==> src/rtl/cpu_defs_pkg.sv <==
// cpu_defs_pkg: opcode and sequencer state encodings shared by the sequencer, ALU and benches.
package cpu_defs_pkg;
    localparam int OPC_W = 3;
    typedef enum logic [OPC_W-1:0] {
        OP_LOAD  = 3'b000,
        OP_STORE = 3'b001,
        OP_ADD   = 3'b010,
        OP_SUB   = 3'b011,
        OP_BNE   = 3'b100,
        OP_BRA   = 3'b101,
        OP_HALT  = 3'b110,
        OP_NOP   = 3'b111
    } opcode_t;
    typedef enum logic [2:0] {
        S_IDLE,
        S_FETCH_ADDR,
        S_FETCH_DATA,
        S_DECODE,
        S_EXEC,
        S_HALT
    } state_t;
endpackage

==> src/rtl/cpu_sequencer.sv <==
// cpu_sequencer: microcoded-style control FSM for the accumulator CPU.
// Outputs are Mealy: decoded from state, opcode, z_flag and mem_ready.
module cpu_sequencer
    import cpu_defs_pkg::*;
#(
    parameter int OP_W = 3
) (
    input  logic            clock,
    input  logic            n_reset,
    input  logic            start,
    input  logic [OP_W-1:0] op,
    input  logic            z_flag,
    input  logic            mem_ready,
    output logic            ACC_bus,
    output logic            load_ACC,
    output logic            ALU_ACC,
    output logic            ALU_add,
    output logic            ALU_sub,
    output logic            PC_bus,
    output logic            load_PC,
    output logic            INC_PC,
    output logic            load_IR,
    output logic            Addr_bus,
    output logic            load_MAR,
    output logic            CS,
    output logic            R_NW,
    output logic            halted
);
    state_t  state_q, state_d;
    opcode_t opc;

    assign opc = opcode_t'(op[OPC_W-1:0]);

    always_ff @(posedge clock or negedge n_reset) begin
        if (!n_reset) state_q <= S_IDLE;
        else          state_q <= state_d;
    end

    always_comb begin
        state_d  = state_q;
        ACC_bus  = 1'b0;
        load_ACC = 1'b0;
        ALU_ACC  = 1'b0;
        ALU_add  = 1'b0;
        ALU_sub  = 1'b0;
        PC_bus   = 1'b0;
        load_PC  = 1'b0;
        INC_PC   = 1'b0;
        load_IR  = 1'b0;
        Addr_bus = 1'b0;
        load_MAR = 1'b0;
        CS       = 1'b0;
        R_NW     = 1'b0;
        halted   = 1'b0;
        case (state_q)
            S_IDLE: state_d = start ? S_FETCH_ADDR : S_IDLE;
            S_FETCH_ADDR: begin
                PC_bus   = 1'b1;
                load_MAR = 1'b1;
                INC_PC   = 1'b1;
                load_PC  = 1'b1;
                state_d  = S_FETCH_DATA;
            end
            S_FETCH_DATA: begin
                CS      = 1'b1;
                R_NW    = 1'b1;
                load_IR = mem_ready;
                state_d = mem_ready ? S_DECODE : S_FETCH_DATA;
            end
            S_DECODE: begin
                case (opc)
                    OP_LOAD, OP_STORE, OP_ADD, OP_SUB: begin
                        Addr_bus = 1'b1;
                        load_MAR = 1'b1;
                        state_d  = S_EXEC;
                    end
                    OP_BRA, OP_BNE: begin
                        Addr_bus = (opc == OP_BRA) || !z_flag;
                        load_PC  = (opc == OP_BRA) || !z_flag;
                        state_d  = S_FETCH_ADDR;
                    end
                    OP_HALT: state_d = S_HALT;
                    default: state_d = S_FETCH_ADDR;
                endcase
            end
            S_EXEC: begin
                // load_ACC gated by mem_ready so each accumulate fires exactly once
                CS       = 1'b1;
                R_NW     = (opc != OP_STORE);
                ACC_bus  = (opc == OP_STORE);
                ALU_ACC  = (opc == OP_ADD) || (opc == OP_SUB);
                ALU_add  = (opc == OP_ADD);
                ALU_sub  = (opc == OP_SUB);
                load_ACC = mem_ready && (opc != OP_STORE);
                state_d  = mem_ready ? S_FETCH_ADDR : S_EXEC;
            end
            S_HALT: halted = 1'b1;
            default: state_d = S_IDLE;
        endcase
    end
endmodule

==> config.mk <==
export PLATFORM = sky130hd
export DESIGN_NAME = cpu_sequencer
export DESIGN_NICKNAME = d
export VERILOG_FILES = /design/src/rtl/cpu_defs_pkg.sv /design/src/rtl/cpu_sequencer.sv
export SDC_FILE = /design/constraint.sdc
export NUM_CORES = 1
export LEC_CHECK = 0
export BUFFER_PORTS_ARGS = -buffer_cell sky130_fd_sc_hd__buf_2
export CAP_MARGIN = 10
export CORE_AREA = 2 2 39 41
export DETAILED_ROUTE_END_ITERATION = 6
export DIE_AREA = 0 0 41 43
export PLACE_DENSITY_LB_ADDON = 0.05
export SYNTH_ARGS = -nofsm -noshare
export SYNTH_HDL_FRONTEND = slang
export SYNTH_SLANG_ARGS = --single-unit
==> constraint.sdc <==
create_clock -name clock -period 1 [get_ports clock]
set_input_delay 0 -clock clock [delete_from_list [all_inputs] [get_ports clock]]
set_output_delay 0 -clock clock [all_outputs]
set_load 0.05 [all_outputs]
## Word-level counts from Yosys, hierarchy flattened

Index checks and enable logic that the tools add are counted.

| cells by class | value |
|---|---|
| equal/unequal tests | 12 |
| muxes and demuxes | 21 |
| reductions and logical operators | 9 |

Operators by type and width:

| operator | count |
|---|---|
| 3-bit one-hot mux with 6 select lines | 1 |
| 3-bit == test, second input constant | 5 |
| 1-bit 2-to-1 mux | 14 |
| 3-bit by 2-bit == test with 1-bit output, second input constant | 4 |
| 1-bit one-hot mux with 2 select lines | 4 |
| 3-bit by 1-bit == test with 1-bit output, second input constant | 2 |
| 3-bit logical NOT | 2 |
| 3-bit one-hot mux with 2 select lines | 1 |
| 2-bit OR reduction | 2 |
| 4-bit OR reduction | 1 |
| 3-bit 2-to-1 mux | 1 |
| 3-bit by 1-bit != test with 1-bit output, second input constant | 1 |
| 1-bit logical OR | 2 |
| 1-bit logical AND | 1 |
| 1-bit logical NOT | 1 |

| word-level totals | value |
|---|---|
| register bits after elaboration | 3 |
| input port bits | 8 |
| output and inout port bits | 14 |
| logic and storage cells | 43 |

## Logic depth before layout (Yosys ltp)

Gate-level depths: netlist of the first run.

| logic depth | value |
|---|---|
| depth after elaboration | 4 |
| depth in mapped cells | 4 |

## Worst setup path after synthesis of the first run

No wires, ideal clock.

| timing path | value |
|---|---|
| path kind | register -> output |
| start | reg state_q[1] |
| end | out ALU_sub |
| arrival | 2106 ps |
| required time | 1000 ps |
| setup slack | -1106 ps |
| cell stages (with the launch flop) | 5 |
| cells stage by stage | dfrtp_1 buf_6 nand2b_4 nor4_2 and2_1 |

| between the ends | value |
|---|---|
| longest elaborated chain between the ends | 2 |

Ends and longest elaborated chain:

| item | line | source |
|---|---|---|
| start: declaration | cpu_sequencer.sv:29 | `state_t state_q, state_d;` |
| start signal: assignment | cpu_sequencer.sv:36 | `else state_q <= state_d;` |
| 3-bit == test | cpu_sequencer.sv:55 | `case (state_q)` |
| 1-bit 2-to-1 mux | cpu_sequencer.sv:55 |  |
| end: declaration | cpu_sequencer.sv:18 | `output logic ALU_sub,` |

Every way passes these cells.

## Worst setup path in the final report of the first run

| timing path | value |
|---|---|
| start | reg state_q[1] |
| end | out ALU_add |

| between the ends | value |
|---|---|
| longest elaborated chain between the ends | 2 |

Ends and longest elaborated chain:

| item | line | source |
|---|---|---|
| 3-bit == test | cpu_sequencer.sv:55 |  |
| 1-bit 2-to-1 mux | cpu_sequencer.sv:55 |  |
| end: declaration | cpu_sequencer.sv:17 | `output logic ALU_add,` |

Every way passes these cells.

==> out/results.env, run 1 <==
REGTOREGENDPOINT='state_q[0]'
FINALCRITPERIODSHARE=1.36
WORST-SLEW-PIN-TRANSITION_NS=0.393
POSTSYNTHNETCOUNT=50
CLOCK_LATENCY_NS=0.24
CTS_INSERTED_BUFFERS=3
WORST_IR_DROP_VDD_mV=1.92
DPL.CELL_COUNT=90
WORST_HOLD_PATH_TYPE='in2reg'
LARGEST_REGISTER='state_q'
GRT_START_MAX_NET_PINS=9
DETAILEDROUTE.FIRSTITERATIONVIOLATIONS=5
FIN_TNS_SETUP_NS=-4.37
DIE-HEIGHT_UM=43
POWER.SEQUENTIAL.FRACTION=0.085
PLACEMENT.IO_BUFFERS=21
FLOW.AREA_GROWTH_FROM_SYNTHESIS_PCT=183
PLACE.DETAILED.HPWL_UM=740
MAX-SLEW-MARGIN-REL=0.735
CRIT_REG_REG_STARTPOINT='state_q[0]'
R2R_SLACK_NS=-0.29
UNREPAIRED_SETUP_ENDPOINTS_AFTER_GLOBAL_ROUTING='true'
CTS_BUFFER_DEPTH=2
DESIGN_POWER_TOTAL_mW=3.09
MAPPEDNETLISTAREA_SQ_UM=318
FINISH.NET_COUNT=95
CP_DATA_REQUIRED_TIME_NS=1.00
FLIP_FLOP_COUNT_OF_THE_LARGEST_REGISTER_AFTER_LAYOUT=3
DRT-WIRELENGTH-PER-CELL_UM=12.0
CTS_HTREE_LEVELS=1
ANTENNADIODECOUNT=0
PWR-SHARE-COMB=0.844
TRITONCTS_NUM_SINKS=3
TIMING.FINAL.HOLD_VIOLATIONS=0
CLK_TRANSITION_REPORTED_PATHS_NS=0.04
TIMING.SETUP.CRITICAL_PATH_CLASS='reg2out'
DRV_CAP=0
ROOT_BUFFER='clkbuf_4'
SYNTH_SEQUENTIAL_AREA_RATIO=0.236
INITIAL_UTILIZATION=0.230
FINALNONFILLERCELLS=102
SYN-INSTANCE-COUNT=42
PWR-SHARE-CLK=0.072
IO_PINS=22
POWER_LEAKAGE_nW=0.399
GRT_PASS1_VIAS=444
FIN_CRIT_NS=1.36
DETAIL_ROUTE.WIRELENGTH_UM=1230
VIOLATIONS='negative setup slack'
VIAS=453
TRITONCTS='done'
GRT_ANTENNA_BEFORE_REPAIR=0
FINAL-SETUP-VIOL-COUNT=16
POWERDENSITY_nW_PER_UM2=3440
POWER.SWITCHING_mW=1.58
TIMING.CRITICAL_PATH.FANOUT_MAX=3
SETUP.WORST_PATH.END_CLASS='output port'
REMAINING_DRC_ERRORS=0
INTERNAL_PWR_TOTAL_mW=1.51
SLEW_VIOLATIONS=0
LAYOUT_CELL_SHARE_WITH_DRIVE_STRENGTH_BEYOND_1=0.837
SYNTH.DISTINCT_CELLS=23
WORST_SETUP_PATH_STARTPOINT='state_q[1]'
DIE-WIDTH_UM=41
GLOBAL_ROUTE.OVERFLOW_TOTAL=0
RUN_STATUS='finished with violations'
MAX_CLOCK_FREQ_GHz=0.734
DETAIL-ROUTE-ANTENNA-NETS=0
SETUP.WORST_PATH.END='ALU_add'
TIMING.CRITICAL_PATH.FROM_TYPE='register'
SYNTHESIZED_FLOP_AND_LATCH_TOTAL=3
GRT_FIRST_PASS_WIRELENGTH_UM=1940
FIRST_PASS_ITERS=3
CRIT_ARRIVAL_NS=1.36
FLOORPLAN.CORE_AREA_SQ_UM=1380
LARGEST_REGISTERS='state_q (3)'
AVGSYNTHCELLAREA_SQ_UM=7.57
WORST_HOLD_MARGIN_NS=0.0277
REG2REGPATHDEPTH=6
TIMING.FINAL.WS_SETUP_NS=-0.362
FINAL.SETUP_SKEW_NS=0.00144
VIAS_PER_CELL=4.44
FINALWEIGHTEDCONGESTION=0.653
SWSHARE=0.510
YOSYSWARNINGS=0
DIE_AREA_SQ_UM=1760
PLACEMENTROWS=14
GRT.TOTAL_USAGE=0.164
final cells by class:
| type | instances | area [sq um] |
|---|---|---|
| fill | 125 | 484 |
| timing repair buffer | 43 | 409 |
| multi-input combinational | 33 | 355 |
| sequential | 3 | 77.6 |
| clock buffer | 4 | 26.3 |
| tap | 16 | 20.0 |
| inverter | 3 | 11.3 |
worst max-delay path: stages (launching register included):
cell,delay [ns]
dfrtp_1,0.36
nand2b_4,0.16
nor4_4,0.26
and2b_4,0.20
buf_8,0.14
cell usage in the layout, fill, tap and decap left out, types with 2 or more instances in the layout:
cell type and instances:
inv_1 2, buf_4 12, buf_6 19, a21oi_2 4, nand2b_4 4, buf_2 7, nor2_4 4, buf_8 4
clkbuf_4 3, dfrtp_2 2, nor2_1 3
synth_stat cells:
| cell | n | share of area |
|---|---|---|
| o21ai_0 | 1 | 0.016 |
| or3b_1 | 1 | 0.028 |
| inv_1 | 3 | 0.035 |
| a32o_1 | 1 | 0.031 |
| a311o_1 | 1 | 0.031 |
| buf_4 | 2 | 0.047 |
| nor3_1 | 1 | 0.016 |
| nor2b_1 | 2 | 0.039 |
| and2_1 | 1 | 0.020 |
| nor2_1 | 8 | 0.094 |
| nand2b_1 | 3 | 0.059 |
| xnor2_1 | 1 | 0.028 |
| nor4_2 | 1 | 0.039 |
| dfrtp_1 | 3 | 0.24 |
| o211ai_1 | 1 | 0.024 |
| buf_6 | 1 | 0.035 |
| a211oi_1 | 1 | 0.024 |
| o21ai_1 | 1 | 0.016 |
| nor3b_1 | 1 | 0.024 |
| nand2_1 | 1 | 0.012 |
| a21oi_1 | 5 | 0.079 |
| nand2b_4 | 1 | 0.043 |
| and2b_1 | 1 | 0.024 |
layer usage:
metal  vias up  global-route usage  share of wire
met4         0              0.0800          0.014
met1       207               0.208           0.39
li1        230                   -              -
met3         2              0.0209          0.032
met2        14               0.259           0.57
met5         -                   0              0
power by group through the flow:
stage	Clock, mW	Sequential (mW)	Combinational [mW]
final	0.222	0.262	2.61
after global routing	0.238	0.271	2.75
after CTS	0.232	0.262	2.41
after detailed placement	0	0.255	1.70
after global placement	0	0.253	1.70
after floorplan	0	0.227	1.32
per-stage QoR:
stage	setup WS [ns]	area (sq um)	util
finish	-0.362	900	0.650
global placement	-0.214	573	0.414
detailed placement	-0.226	573	0.414
CTS	-0.351	852	0.616
floorplan	-0.725	369	-
global route	-0.429	900	0.650
cell families after synthesis:
family | synth area share
XOR/XNOR | 0.0276
AND/OR/NAND/NOR | 0.398
AO/OA/AOI/OAI | 0.220
buffers and inverters | 0.118
flip-flops | 0.236
worst min-delay path by stage:
stage / startpoint / end / cells past startpoint
3_3_place_gp: n_reset / state_q[2] / 1
5_1_grt: start / state_q[0] / 2
2_1_floorplan: n_reset / state_q[0] / 0
4_1_cts: start / state_q[0] / 2
6_report: start / state_q[0] / 2
3_5_place_dp: n_reset / state_q[2] / 1
repair_timing:
item	4_1_cts	5_1_grt
pin swaps	8	6
setup buffers	5	3
hold buffers	1	0
gates resized for setup	58	8
setup endpoints to repair	16	17
hold endpoints to repair	3	0
(Power assumes the default switching activity.)
==> run 2, diff against run 1 <==
--- a/config.mk
+++ b/config.mk
@@ -11,6 +11,7 @@
 export DETAILED_ROUTE_END_ITERATION = 6
 export DIE_AREA = 0 0 41 43
 export PLACE_DENSITY_LB_ADDON = 0.05
+export REMOVE_ABC_BUFFERS = 1
 export SYNTH_ARGS = -nofsm -noshare
 export SYNTH_HDL_FRONTEND = slang
 export SYNTH_SLANG_ARGS = --single-unit
==> out/results.env, run 2 (synthesis results as in run 1) <==
FINAL-SETUP-VIOL-COUNT=16  # unchanged
DIE-WIDTH_UM=41  # unchanged
MAX_CLOCK_FREQ_GHz=0.730  # -0.48%
LARGEST_REGISTERS='state_q (3)'
FILLER_CELL_COUNT=131  # +4.8%
HIGHEST_COUNT_CELLS_IN_THE_LAYOUT_IGNORING_FILL_AND_TAPS='buf_6 (18), buf_4 (11), buf_2 (7), nor2_1 (6)'
FINAL.SETUP_SKEW_NS=0.000445  # -0.000995 ns
REMAINING_DRC_ERRORS=0  # unchanged
DETAILEDROUTE.FIRSTITERATIONVIOLATIONS=5  # unchanged
CLOCK_LATENCY_NS=0.23  # about the same
TRITONCTS_NUM_SINKS=3  # unchanged
DIE_AREA_SQ_UM=1760  # unchanged
RUN_STATUS='finished with violations'
PWR-SHARE-COMB=0.831  # -0.013
DETAIL-ROUTE-ANTENNA-NETS=0  # unchanged
DRV_CAP=0  # unchanged
SWSHARE=0.509  # -0.00157
POWERDENSITY_nW_PER_UM2=3510  # +2.2%
GRT_ANTENNA_BEFORE_REPAIR=0  # unchanged
POWER.SEQUENTIAL.FRACTION=0.096  # +0.011
CLK_TRANSITION_REPORTED_PATHS_NS=0.04  # about the same
PLACE_WORST_SETUP_SLACK_NS=-0.170  # +0.0563 ns
REG2REGPATHDEPTH=5  # -1
CTS_BUFFER_DEPTH=2  # unchanged
MAX-SLEW-MARGIN-REL=0.804  # +0.0684
FINALNONFILLERCELLS=98  # -3.9%
PWR-SHARE-CLK=0.073  # about the same
PLACEMENT.IO_BUFFERS=21  # unchanged
LAYOUT_CELL_SHARE_WITH_DRIVE_STRENGTH_BEYOND_1=0.744  # -0.0933
VIOLATIONS='negative setup slack'
GRT.TOTAL_USAGE=0.121  # -0.0433
LARGEST_REGISTER='state_q'
IO_PINS=22  # unchanged
ANTENNADIODECOUNT=0  # unchanged
DESIGN_POWER_TOTAL_mW=2.88  # -6.7%
R2R_SLACK_NS=-0.20  # +0.09 ns
TIMING.SETUP.CRITICAL_PATH_CLASS='reg2out'
FINALCRITPERIODSHARE=1.37  # +0.00658
TRITONCTS='done'
PATH_CELLS='buf_4, buf_6, inv_2, a211oi_2, buf_6'
CRITPATHMOSTFREQUENTCELL='buf_6'
WORSTHOLDSTART='start'
INITIAL_UTILIZATION=0.230  # unchanged
WORST_HOLD_PATH_TYPE='in2reg'
FIRST_PASS_ITERS=4  # +1
WORST_SETUP_PATH_STARTPOINT='state_q[0]'
CRIT_ARRIVAL_NS=1.37  # about the same
FLOORPLAN.CORE_AREA_SQ_UM=1380  # unchanged
DPL.CELL_COUNT=86  # -4.4%
CRITPATHTOPFAMILY='buffers and inverters'
GRT_FIRST_PASS_WIRELENGTH_UM=1470  # -24%
FLOW.AREA_GROWTH_FROM_SYNTHESIS_PCT=158
VIAS_PER_CELL=4.51  # +1.6%
WORST-SLEW-PIN-TRANSITION_NS=0.291  # -0.102 ns
GRT_START_MAX_NET_PINS=9  # unchanged
PLACEMENTROWS=14  # unchanged
FINAL_CORE_UTIL=0.593  # -0.0570
DETAIL_ROUTE.WIRELENGTH_UM=1050  # -14%
CTS_HTREE_LEVELS=1  # unchanged
ROOT_BUFFER='clkbuf_4'
UNREPAIRED_SETUP_ENDPOINTS_AFTER_GLOBAL_ROUTING='true'
CRITICAL-PATH-SLOWEST-CELL='dfrtp_2'
CP_DATA_REQUIRED_TIME_NS=1.00  # about the same
GRT_PASS1_VIAS=361  # -19%
POWER_LEAKAGE_nW=0.374  # -6.3%
DRT-WIRELENGTH-PER-CELL_UM=10.7  # -11%
TIMING.HOLD.WORST_ENDPOINT='state_q[0]'
FIN_TNS_SETUP_NS=-3.96  # +0.417 ns
WORST_PATH_LARGEST_CELL_DELAY_NS=0.40  # +0.04 ns
TIMING.CRITICAL_PATH.FANOUT_MAX=5  # +2
CTS_INSERTED_BUFFERS=3  # unchanged
TIMING.CRITICAL_PATH.FROM_TYPE='register'
WORST-PATH-BUF-INV=4  # +3
DIE-HEIGHT_UM=43  # unchanged
MIN_PATH_CELLS=2  # unchanged
SETUP.WORST_PATH.END_CLASS='output port'
FINISH.NET_COUNT=91  # -4.2%
PLACE.DETAILED.HPWL_UM=730  # -1.4%
FIN_CRIT_NS=1.37  # +0.00658 ns
FINALWEIGHTEDCONGESTION=0.663  # +1.4%
LAYOUT_COMMONEST_CELL='buf_6'
WORST_IR_DROP_VDD_mV=1.96  # +1.7%
CRIT_REG_REG_STARTPOINT='state_q[0]'
TIMING.FINAL.WS_SETUP_NS=-0.369  # -0.00658 ns
INTERNAL_PWR_TOTAL_mW=1.42  # -6.4%
VIAS=442  # -2.4%
TIMING.FINAL.HOLD_VIOLATIONS=0  # unchanged
FLIP_FLOP_COUNT_OF_THE_LARGEST_REGISTER_AFTER_LAYOUT=3  # unchanged
SLEW_VIOLATIONS=0  # unchanged
GLOBAL_ROUTE.OVERFLOW_TOTAL=0  # unchanged
REGTOREGENDPOINT='state_q[0]'
POWER.SWITCHING_mW=1.47  # -7.0%
-- run 2: worst max path at each step --
stage	slack [ns]	end	cells past startpoint
finish	-0.37	Addr_bus	5
detailed placement	-0.17	ALU_sub	3
floorplan	-1.09	ALU_sub	3
global route	-0.42	Addr_bus	5
CTS	-0.32	load_ACC	3
global placement	-0.18	load_ACC	3
-- run 2: power groups by stage --
stage	Combinational [mW]	Sequential [mW]	Clock (mW)
2_1_floorplan	1.02	0.294	0
3_3_place_gp	1.52	0.255	0
3_5_place_dp	1.51	0.255	0
4_1_cts	1.97	0.277	0.225
5_1_grt	2.51	0.287	0.238
6_report	2.39	0.277	0.212
-- run 2: layout make-up --
class                           count  area [sq um]  share of cell area
Inverter                            3          11.3              0.0137
Multi-Input combinational cell     33           325               0.396
Clock buffer                        4          26.3              0.0320
Sequential cell                     3          77.6              0.0945
Tap cell                           16          20.0              0.0244
Timing Repair Buffer               39           360               0.439
-- run 2: through the flow --
step,instance area [sq um],hold slack (ns)
finish,821,0.0409
global route,821,0.0480
CTS,702,0.0406
detailed placement,492,-0.203
global placement,492,-0.201
floorplan,292,-0.296
-- run 2: metal layers --
| metal | GRT usage | wire length, um |
|---|---|---|
| met1 | 0.153 | 429 |
| met2 | 0.191 | 558 |
| met3 | 0.0157 | 47 |
| met4 | 0.0600 | 17 |
| met5 | 0 | 0 |
-- run 2: timing repair --
action	in CTS	in global routing
endpoints found under the hold margin	3	0
pin swaps	3	4
gates resized for setup	46	17
hold buffers	1	0
endpoints found under the setup margin	16	16
buffers inserted	2	6
